<file path="config.mk">
export PLATFORM = sky130hd
export DESIGN_NAME = imem_loader
export DESIGN_NICKNAME = d
export VERILOG_FILES = /design/src/rtl/imem_pkg.sv /design/src/rtl/imem_word_packer.sv /design/src/rtl/imem_loader.sv
export SDC_FILE = /design/constraint.sdc
export NUM_CORES = 1
export LEC_CHECK = 0
export BUFFER_PORTS_ARGS = -buffer_cell sky130_fd_sc_hd__buf_2
export CAP_MARGIN = 5
export CORE_MARGIN = 2
export CORE_UTILIZATION = 50
export CTS_CLUSTER_DIAMETER = 40
export DETAILED_ROUTE_END_ITERATION = 12
export HOLD_SLACK_MARGIN = 0.03
export PLACE_DENSITY = 0.81
export REMOVE_ABC_BUFFERS = 1
export SYNTH_ARGS = -nofsm -noshare
export SYNTH_HDL_FRONTEND = slang
export SYNTH_SLANG_ARGS = --single-unit
</file>
<file path="constraint.sdc">
create_clock -name clk -period 2.34 [get_ports clk]
set_clock_uncertainty 0.2 [all_clocks]
set_input_delay 0 -clock clk [delete_from_list [all_inputs] [get_ports clk]]
set_output_delay 0 -clock clk [all_outputs]
set_load 0.02 [all_outputs]
</file>
<file path="src/rtl/imem_pkg.sv">
`default_nettype none
// ============================================================================
//  Module      : imem_pkg
//  Description : Shared constants and loader state type for the instruction
//                memory loader. IMEM_BASE is the byte address of word 0 and
//                IMEM_WORDS the capacity in 32-bit words.
//  Revision    : 1.0 - initial release
// ============================================================================
package imem_pkg;

    localparam logic [31:0] IMEM_BASE  = 32'hBFC00000;
    localparam int          IMEM_WORDS = 1024;

    typedef enum logic [1:0] {
        IDLE    = 2'd0,
        COLLECT = 2'd1,
        WRITE   = 2'd2,
        DONE    = 2'd3
    } loader_state_t;

endpackage
`default_nettype wire

</file>
<file path="src/rtl/imem_word_packer.sv">
`default_nettype none
// ============================================================================
//  Module      : imem_word_packer
//  Description : Shifts accepted bytes into a 32-bit word, little-endian
//                (first byte lands in bits [7:0]). Flags the byte that
//                completes a word.
//  Ports       : clk, rst_n   - clock, async active-low reset
//                clear        - drop any partial word (new load)
//                byte_en      - a byte is accepted this cycle
//                byte_data    - the accepted byte
//                word         - assembled word (held until next byte)
//                word_last    - byte_en on the 4th byte of a word
//  Revision    : 1.0 - initial release
// ============================================================================
module imem_word_packer (
    input  logic        clk,
    input  logic        rst_n,
    input  logic        clear,
    input  logic        byte_en,
    input  logic [7:0]  byte_data,
    output logic [31:0] word,
    output logic        word_last
);

    logic [1:0]  r_cnt;
    logic [31:0] r_word;

    // Shifting right means after four bytes the first one sits in the LSB.
    always_ff @(posedge clk or negedge rst_n) begin
        if (!rst_n) begin
            r_cnt  <= 2'd0;
            r_word <= 32'd0;
        end else if (clear) begin
            r_cnt  <= 2'd0;
        end else if (byte_en) begin
            r_cnt  <= r_cnt + 2'd1;
            r_word <= {byte_data, r_word[31:8]};
        end
    end

    assign word      = r_word;
    assign word_last = byte_en && (r_cnt == 2'd3);

endmodule
`default_nettype wire

</file>
<file path="src/rtl/imem_loader.sv">
`default_nettype none
// ============================================================================
//  Module      : imem_loader
//  Description : Loads len_words 32-bit words from a byte stream into
//                instruction memory starting at BASE_ADDR, holding the CPU
//                out of fetch until a load completes cleanly.
//  Ports       : clk, rst_n           - clock, async active-low reset
//                start, len_words     - load request and word count
//                in_valid/in_data/in_ready - byte stream handshake
//                wr_en/wr_addr/wr_data - one-cycle memory word write
//                busy, done, err      - load status
//                cpu_hold             - low only after a successful load
//  Revision    : 1.0 - initial release
// ============================================================================
module imem_loader
    import imem_pkg::*;
#(
    parameter logic [31:0] BASE_ADDR = IMEM_BASE,
    parameter int          MAX_WORDS = IMEM_WORDS
) (
    input  logic        clk,
    input  logic        rst_n,
    input  logic        start,
    input  logic [10:0] len_words,
    input  logic        in_valid,
    input  logic [7:0]  in_data,
    output logic        in_ready,
    output logic        wr_en,
    output logic [31:0] wr_addr,
    output logic [31:0] wr_data,
    output logic        busy,
    output logic        done,
    output logic        err,
    output logic        cpu_hold
);

    localparam logic [31:0] c_max_words = 32'(MAX_WORDS);

    loader_state_t r_state;
    loader_state_t w_state_nxt;

    logic [31:0] r_addr;
    logic [10:0] r_len;
    logic [10:0] r_wcnt;
    logic        r_err;

    logic w_start_win;
    logic w_len_zero;
    logic w_len_over;
    logic w_load_go;
    logic w_byte_acc;
    logic w_word_last;
    logic w_more;

    // start only counts while idle or finished; mid-load pulses are dropped.
    assign w_start_win = start && ((r_state == IDLE) || (r_state == DONE));
    assign w_len_zero  = (len_words == 11'd0);
    assign w_len_over  = ({21'd0, len_words} > c_max_words);
    assign w_load_go   = w_start_win && !w_len_zero && !w_len_over;
    assign w_byte_acc  = in_valid && (r_state == COLLECT);
    // r_wcnt counts words already written, so +1 includes the one in WRITE.
    assign w_more      = ((r_wcnt + 11'd1) < r_len);

    imem_word_packer u_packer (
        .clk       (clk),
        .rst_n     (rst_n),
        .clear     (w_load_go),
        .byte_en   (w_byte_acc),
        .byte_data (in_data),
        .word      (wr_data),
        .word_last (w_word_last)
    );

    always_ff @(posedge clk or negedge rst_n) begin
        if (!rst_n) begin
            r_state <= IDLE;
        end else begin
            r_state <= w_state_nxt;
        end
    end

    always_comb begin
        w_state_nxt = r_state;
        in_ready    = 1'b0;
        wr_en       = 1'b0;
        busy        = 1'b0;
        done        = 1'b0;
        cpu_hold    = 1'b1;
        case (r_state)
            IDLE, DONE: begin
                if (r_state == DONE && !r_err) begin
                    done     = 1'b1;
                    cpu_hold = 1'b0;
                end
                if (w_start_win) begin
                    w_state_nxt = w_load_go ? COLLECT : DONE;
                end
            end
            COLLECT: begin
                in_ready = 1'b1;
                busy     = 1'b1;
                if (w_word_last) begin
                    w_state_nxt = WRITE;
                end
            end
            WRITE: begin
                wr_en       = 1'b1;
                busy        = 1'b1;
                w_state_nxt = w_more ? COLLECT : DONE;
            end
            default: w_state_nxt = IDLE;
        endcase
    end

    always_ff @(posedge clk or negedge rst_n) begin
        if (!rst_n) begin
            r_addr <= BASE_ADDR;
            r_len  <= 11'd0;
            r_wcnt <= 11'd0;
            r_err  <= 1'b0;
        end else if (w_start_win) begin
            r_err <= w_len_over;
            if (w_load_go) begin
                r_addr <= BASE_ADDR;
                r_len  <= len_words;
                r_wcnt <= 11'd0;
            end
        end else if (r_state == WRITE) begin
            r_addr <= r_addr + 32'd4;
            r_wcnt <= r_wcnt + 11'd1;
        end
    end

    assign wr_addr = r_addr;
    assign err     = r_err;

endmodule
`default_nettype wire

</file>
After elaboration in Yosys (flattened, before gate mapping)
Cells that the tools add are included.
Storage, ports and cells
  bits in writable memories: 0
  ROM bits: 0
  bits in registers: 91
  output and inout bits: 70
  latch bits: 0
  memories: 0
  input port bits: 23
  logic and storage cells: 60
Cells by class
  multiply operators: 0
  eq/ne operators: 7
  $lt $le $gt $ge: 2
  shift operators: 0
  add/subtract/negate cells: 3
  mux-type cells: 20
  reductions and logical operators: 20
  bitwise operators: 1
  div/mod/pow operators: 0
Operator list (count)
  32-bit 2-to-1 mux: 3
  11-bit 2-to-1 mux: 3
  32-bit by 3-bit adder with 32-bit output, second input constant: 1
  2-bit 2-to-1 mux: 6
  11-bit by 1-bit adder with 11-bit output, second input constant: 1
  11-bit > comparator, second input constant: 1
  11-bit zero test: 1
  11-bit < comparator: 1
  2-bit AND reduction: 4
  1-bit 2-to-1 mux: 7
  2-bit equality test, second input constant: 3
  1-bit logical AND: 6
  2-bit one-hot mux with 3 select lines: 1
  2-bit by 1-bit inequality test with 1-bit output, second input constant: 2
  2-bit nonzero test: 2
  2-bit OR reduction: 2
  1-bit zero test: 3
  2-bit by 1-bit adder with 2-bit output, second input constant: 1
  2-bit by 1-bit equality test with 1-bit output, second input constant: 1
  2-bit zero test: 1
  2-bit inequality test, second input constant: 1
  1-bit logical OR: 1
  1-bit inverter: 1

Depth between registers and ports, before layout
Gate-level depths: netlist (run 1).
  depth in word-level cells: 8
  gate-level depth with buffers: 9
  gate-level depth less buffers: 9

Cells and area by module
From an unflattened synthesis (run 1), not the netlist that was laid out.
Unflattened totals
  cell total of the unflattened synthesis: 416
  area total of the unflattened synthesis: 4591.9 um^2
Modules (own cells, without submodules)
  imem_loader: seq. area each 1387.6 um^2, area an instance 3136.8 um^2, times used 1, cells an instance 339
  imem_word_packer: seq. area each 850.8 um^2, area an instance 1455.1 um^2, times used 1, cells an instance 77

Worst setup path after synthesis (run 1)
Ideal clock, no wire load.
  path kind: register -> register
  start: register r_wcnt[0]
  end: register r_state[1]
  arrival: 2245 ps
  buffers on the path: 0
  path slack: -245 ps
  period minus slack after synthesis: 2585 ps
  library setup time: 140 ps
  required time: 2000 ps
  stages on the path, launching flop included: 10
  cells stage by stage: dfrtp_1 -> ha_1 -> nand3_1 -> or3_1 -> xnor2_1 -> ha_1 -> and4_1 -> and2_0 -> a221oi_1 -> o32ai_1
Between the ends
  longest elaborated chain between the ends: 4
Ends and longest elaborated chain
  start, declared: line imem_loader.sv:44  | logic [10:0] r_wcnt;
  start signal, assigned: line imem_loader.sv:130  | r_wcnt <= r_wcnt + 11'd1;
  11-bit by 1-bit adder with 11-bit output: line imem_loader.sv:62  | assign w_more = ((r_wcnt + 11'd1) < r_len);
  11-bit < comparator: line imem_loader.sv:62
  2-bit 2-to-1 mux: line imem_loader.sv:109  | w_state_nxt = w_more ? COLLECT : DONE;
  2-bit one-hot mux with 3 select lines: line imem_loader.sv:89  | case (r_state)
  end signal, assigned: line imem_loader.sv:78  | r_state <= w_state_nxt;
  end, declared: line imem_loader.sv:39  | loader_state_t r_state;
No other way between the ends.
A chain may end at the register's enable or synchronous reset.

Worst setup path in the final report (run 1)
  start: register r_wcnt[1]
  end: register r_state[1]
The elaborated chain is that of the path after synthesis.

==> run summary, run 1 <==
The final design area excluding fillers is 0.006266 mm2. The number of register bits inferred by synthesis came out at 89. In this run the critical register-to-register path is captured at r_state[1]. The worst setup slack for register-to-register paths is -140 ps. The hold-critical path endpoint is u_packer.word[28]. The setup-violating endpoint count in the final report came out at 1.

In this run the worst hold path is classified as input pin to flop. The layout has 681 filler cells. The number of enable-type register cells in the synthesized netlist came out at 0. After detailed routing, the number of remaining DRC violations is 0. The number of buffers on the longest clock path came out at 2.

93 I/O pins were placed. The post-place setup slack came out at -278.5 ps. The layout overhead on the synthesized area came out at 31.89%. The power per standard cell area came out at 992.4 mW/mm2. The startpoint identified for the worst hold timing path is in_data[4]. Of the synthesized area, sequential elements account for 0.4712. Sorting the synthesized cells by how often they occur yields dfrtp_1, o21ai_0, nand2_1, mux2_2, nand3_1. In this run the remaining antenna-violating nets after routing total 0. In the synthesized netlist the dominant register cell turns out to be dfrtp_1.

The largest total area in the synthesized netlist belongs to dfrtp_1. The critical path data required time is 2400 ps. The initial utilization of the core area, before any placement, comes to 0.5142.

The post-detailed-placement half-perimeter wirelength came out at 7944 um. After synthesis, the cell types taking the most area are dfrtp_1, mux2_2, dfstp_2. The final reports fail on negative setup slack. The placeable core area is 0.009240 mm2. The critical path arrival is 2530 ps. The worst register-to-register path begins at r_wcnt[1]. The final worst-path setup slack is -138.1 ps. The synthesized instance count is 450. The count of buffers from port buffering came out at 90. The final-report hold violation count is 0.

The iteration count of the initial detailed-routing pass came out at 4. STA classifies the critical path startpoint as a flop. After the first detailed-routing iteration, the DRC count stood at 166.

The fraction of registers with async set/reset is 1.000. The number of placement rows came out at 35. The mux cell area share after synthesis is 0.08270. The worst hold path depth came out at 3. Of the cells placed in the final design, the portion with a size suffix greater than 1 is 0.3941. Of the total synthesized cell area, the portion taken by AND, OR, NAND and NOR gates is 0.2078. The count of antenna diodes in the layout is 0. The total chip power came out at 6.218 mW. The flow ran to the end, but the final reports show violations.

The sum of overflow across all layers after global routing is 0. The critical path endpoint category is a flop. A synthesized cell averages 10.56 um2. The die outline area came out at 0.01030 mm2. The floorplan step set the die height to 101.5 um. The final wirelength is 11860 um. In the final routed layout, each cell accounts on average for 15.97 um. The count of different cell masters after synthesis is 58. The via count of the first global-routing pass came out at 4177. The count of cells along the worst register-to-register path came out at 9.

The class of the most critical setup path is flop to flop. The worst path in the final design needs a cycle of 2478 ps, including I/O delays and setup. For this run, the total global-route usage over all layers was measured as 0.2323. The clock-pin slew on the worst setup and hold paths is 100 ps. The pin count of the biggest net entering global routing is 54.

The part of the cycle the worst path needs is 1.059. By instance count, the leading cell after synthesis is dfrtp_1. Setup repair after global routing could not meet its margin everywhere. At the end of the flow, the number of nets in the layout was 649. The adder and majority gate portion of the synthesized area came out at 0.04477. The initial antenna violation count is 0. Max-cap violations in this run came to 0. The number of clock buffers inserted by TritonCTS is 9. Of the post-synthesis cell area, the dominant cell type holds 0.4214. The number of vias after detailed routing is 4079. Summed over all failing endpoints, the final setup total negative slack is -138.1 ps. The cell sitting at the root of the clock tree is a clkbuf_8. The Yosys step of the flow raised 0 warnings. CTS saw 89 sinks.

The last weighted congestion value of the routability-driven placer is 0.9217. The die width came out at 101.5 um. The fraction of the mapped netlist area in compound gates is 0.1130. The first-pass GRT wire length is 19120 um. The leakage dissipation is 2.899 nW. Summing every instance area after synthesis gives 0.004751 mm2. The area share of xor/xnor cells in the synthesized design is 0.02950.

The ratio of routed vias to standard cells is 5.490. The H-tree generated during clock tree synthesis spans 3 levels. Once layout is complete, the utilization of the core stands at 0.6781. The clock insertion delay at the later pin of the skew report is 370 ps.

The peak supply drop is 0.6008 mV. The highest net fanout along the worst path is 3. The number of slew-limit violations in the final report came out at 0.

Once placement finished, the instance area stood at 0.005588 mm2. After synthesis, the largest family of logic cells by area is simple AND/OR/NAND/NOR gates. TritonCTS built the clock tree. Static timing analysis puts the maximum clock frequency at 403.5 MHz.
[cells in the final DEF, fill, tap and decap left out, types with 7 or more instances in the layout]
master and instances:
a21oi_1 16, and4_1 7, buf_2 90, buf_4 51
clkbuf_8 9, dfrtp_1 80, dfstp_2 9, dlygate4sd3_1 23
ha_1 15, inv_1 19, mux2_2 28, nand2_1 33
nand3_1 26, nand4_1 16, nor2_1 17, o21ai_0 35
o31ai_1 7, or3_1 10, or4_1 8, xnor2_1 7
xor2_1 9
[stage by stage]
step	std cells	hold slack, ps
final	743	197.4
after global routing	743	188.7
after CTS	741	166.9
after detailed placement	690	-199.2
after global placement	690	-211.7
after floorplan	425	-495.6
[timing repair]
item,in CTS,in global routing
pin swaps,11,12
endpoints found under the hold margin,104,0
endpoints found under the setup margin,51,61
buffers inserted,9,10
gates resized for setup,10,26
cloned,2,0
hold buffers,24,0
[area by class of cell]
class                   instances  area, um2  area share
clock buffers                   9      123.9     0.01977
well taps                     129      161.4     0.02576
flip-flops and latches         89       2238      0.3572
repair buffers                173       1216      0.1941
multi-input cells             316       2382      0.3802
clock inverters                 7      68.82     0.01098
inverters                      20      75.07     0.01198
[layer usage]
layer | up-vias | wire (um) | part of all wire | track usage
met4 | 0 | 123 | 0.010 | 0.06341
met2 | 125 | 6134 | 0.52 | 0.4019
met1 | 1983 | 5126 | 0.43 | 0.3003
li1 | 1959 | - | - | -
met5 | - | 0 | 0 | 0
met3 | 12 | 478 | 0.040 | 0.04279
[how the worst max path moves through the flow]
stage,startpoint,endpoint,slack (ps),cells past startpoint
3_5_place_dp,r_wcnt[0],r_state[1],-280,9
2_1_floorplan,r_state[0],r_len[10],-630,6
3_3_place_gp,r_wcnt[0],r_state[1],-170,9
4_1_cts,r_wcnt[1],r_state[1],-80,9
5_1_grt,r_wcnt[0],r_state[1],-210,9
6_report,r_wcnt[1],r_state[1],-140,9
[worst max-delay path, stage by stage, from the launching register on]
cell and delay, ps:
dfrtp_1 370, ha_2 220, nand3_4 100, or3_4 350, xnor2_1 140, ha_1 290, and4_1 170, and2_4 140
a221oi_2 290, o32ai_1 110
[logic make-up after synthesis]
group / Yosys count
simple gates: 163
flops: 89
compound gates: 83
buf+inv: 46
mux: 35
fa+ha+maj: 17
xor+xnor: 16
other cells: 1
[state kept, by name, indices dropped and copies added, names as in the netlist]
register	count
u_packer.word	32
wr_addr	30
r_len	11
r_wcnt	11
r_state	2
u_packer.r_cnt	2
err	1
[power breakdown]
group	switching, mW	internal [mW]
Combinational	1.55	1.32
Clock	0.623	0.418
Sequential	0.303	2.00
Note: power is estimated with default switching activity, not from simulation.
==> inputs of run 2 (changes only) <==
--- a/config.mk
+++ b/config.mk
@@ -7,7 +7,6 @@
 export LEC_CHECK = 0
 export BUFFER_PORTS_ARGS = -buffer_cell sky130_fd_sc_hd__buf_2
 export CAP_MARGIN = 5
-export CORE_MARGIN = 2
 export CORE_UTILIZATION = 50
 export CTS_CLUSTER_DIAMETER = 40
 export DETAILED_ROUTE_END_ITERATION = 12
==> run 2 against run 1 <==
The run still ends with negative setup slack left. Largest power group unchanged. Register-to-register slack gained 20 ps. Critical endpoint unchanged. Die area is 3.9% lower. Maximum frequency up 0.96%. Cell area increased by 0.64%.
==> run summary, run 2 (synthesis gave the netlist of run 1 again) <==
The count of maximum capacitance violations came out at 0. The number of sinks driven by the clock tree came out at 89. For this run, design rule violations remaining after detail routing come to 0.

The final antenna-violating net count is 0. Tracing the worst setup path back leads to its startpoint at r_wcnt[0]. Of the available clock period, the critical path in the final layout requires 1.049.

In the final layout, the share of cells above drive strength 1 is 0.3799. The upper clock frequency limit is 407.4 MHz. The critical path arrival came out at 2490 ps. The ratio of routed vias to standard cells is 5.668. TritonCTS built the clock tree.

The checks that failed: negative setup slack. The die outline area is 0.009895 mm2. The count of buffers from port buffering came out at 90. The iteration count of the initial detailed-routing pass is 4. Once placement finished, the instance area stood at 0.005563 mm2. The pin count of the biggest net entering global routing came out at 33.

The number of vias after detailed routing is 4177. The number of placement rows is 35. The via count of the first global-routing pass came to 4100. The starting DRC count in detailed routing is 277.

The critical path data required time came out at 2380 ps. Once detailed placement completed, the half-perimeter wirelength came to 7951 um. The run finished, with violations left. The number of top-level design ports is 93.

The leakage dissipation is 2.957 nW. The first-pass GRT wire length is 19500 um. The initial standard-cell utilization of the core is 0.5142. The number of flip-flops in the largest register came out at 32. The detailed route wirelength on metal2 came out at 6345 um. The placeable core area came out at 0.009240 mm2.

The top layer used by detailed routing is met4. The total global-route track usage came out at 0.2485. The clock reaches the later pin of the worst-skew pair after 350 ps. The number of slew-limit violations in the final report is 0. The startpoint identified for the worst register-to-register timing path is r_wcnt[0]. The number of clock buffers inserted by TritonCTS came out at 9. STA classifies the critical path endpoint as a flop. The critical path startpoint category is a flop.

The final design area excluding fillers is 0.006306 mm2. The die is 99.48 um tall. The most common cell after layout, fill and taps aside is buf_2. For this block, the routed nets add up to 12440 um of wire. The worst hold slack after final layout is 222.6 ps. Subtracting the final worst setup slack from the clock period gives 2455 ps. The total number of H-tree levels came out at 3. The average detailed-routed wire length per instance came out at 16.88 um. In the final design database the tool counted 643 nets. The met3 routed wirelength is 643 um. The power per standard cell area is 1042 mW/mm2. The peak supply drop came out at 0.8498 mV. Routability-driven placement finished with a final weighted congestion of 0.8502. The detailed-routing wirelength on met1 came out at 5308 um.

The sum of overflow across all layers after global routing came out at 0. CTS placed an instance of clkbuf_8 at the clock tree root. Clock-pin slew was measured on the worst setup and hold paths at 90 ps. The initial antenna violation count is 0. The final-report hold violation count came to 0. The number of buffers on the longest clock path is 2. 0 antenna diodes ended up in the layout.

From synthesis to final layout, the design area changed by 32.74%. The highest net fanout along the worst path is 3. The class of the most critical setup path is flop to flop. The min-delay analysis places its worst path in the category input pin to flop. In the layout the commonest cells are buf_2, dfrtp_1, buf_4, o21ai_0, nand2_1. The setup-violating endpoint count in the final report came out at 17.

The startpoint of the worst hold path is in_data[6]. The final worst-path setup slack came out at -114.6 ps. The die width is 99.48 um. Setup repair after global routing could not meet its margin everywhere.
## run 2: changes by cell type in the layout (fill, tap and decap cells not counted), moves of 2 or more
| cell | before | now |
|---|---|---|
| inv_8 | 3 | 0 |
| o21ai_0 | 35 | 37 |
| nor3_2 | 3 | 0 |
| buf_4 | 51 | 47 |
| nor3_1 | 1 | 3 |
| o31ai_2 | 2 | 0 |
| mux2_4 | 6 | 26 |
| clkbuf_16 | 0 | 2 |
| o31ai_1 | 7 | 9 |
| o21ai_1 | 3 | 1 |
| mux2_2 | 28 | 8 |
| buf_6 | 4 | 2 |
## run 2: worst paths after layout
kind                                      to  slack, ps  cells past startpoint
setup / recovery                  r_state[1]       -110                      9
hold / removal             u_packer.word[30]        220                      3
setup reg to reg                  r_state[1]       -110                      9
hold reg to reg                  wr_addr[31]        300                      2
max in group asynchronous  u_packer.word[19]       1080                      4
min in group asynchronous         r_state[1]        530                      4
## run 2: stage by stage
step           power (mW)    util  instances  setup TNS, ps  worst slack [ps]
6_report            6.573  0.6825        737         -331.8            -114.6
5_1_grt             6.914  0.6825        737          -1513            -222.4
4_1_cts             6.055  0.6559        731         -80.92            -80.92
3_5_place_dp        4.854  0.6020        690          -1397            -257.6
3_3_place_gp        4.729  0.6020        690         -226.0            -175.9
2_1_floorplan       3.835       -        425         -36900            -625.8
## run 2: worst max-delay path, cell delays in order (launching register included)
cell	delay (ps)
dfrtp_1	370
ha_2	220
nand3_4	100
nor3_4	240
xor2_1	220
ha_1	270
and4_1	240
and2_4	150
a221oi_2	240
o32ai_1	100
## run 2: cell type report
| type | count | area [um2] |
|---|---|---|
| Clock buffer | 11 | 141.4 |
| Multi-Input combinational cell | 316 | 2445 |
| Clock inverter | 5 | 63.81 |
| Timing Repair Buffer | 167 | 1181 |
| Tap cell | 129 | 161.4 |
| Inverter | 20 | 75.07 |
| Fill cell | 691 | 2934 |
| Sequential cell | 89 | 2238 |
## run 2: power breakdown
part | leakage [nW] | switching [mW] | internal (mW)
logic | 1.74 | 1.64 | 1.48
clock network | 0.100 | 0.562 | 0.532
registers | 1.12 | 0.353 | 2.01
## run 2: repair_timing
action,in CTS,in global routing
cloned,0,3
gates resized for setup,7,40
hold buffers,24,0
endpoints found under the hold margin,107,0
pin swaps,6,6
setup endpoints to repair,45,59
buffers inserted,1,3
## run 2: metal layers
metal / track usage / vias to the layer above
li1: - / 1937
met1: 0.3276 / 2087
met2: 0.4188 / 137
met3: 0.05411 / 16
met4: 0.06222 / 0
met5: 0 / -
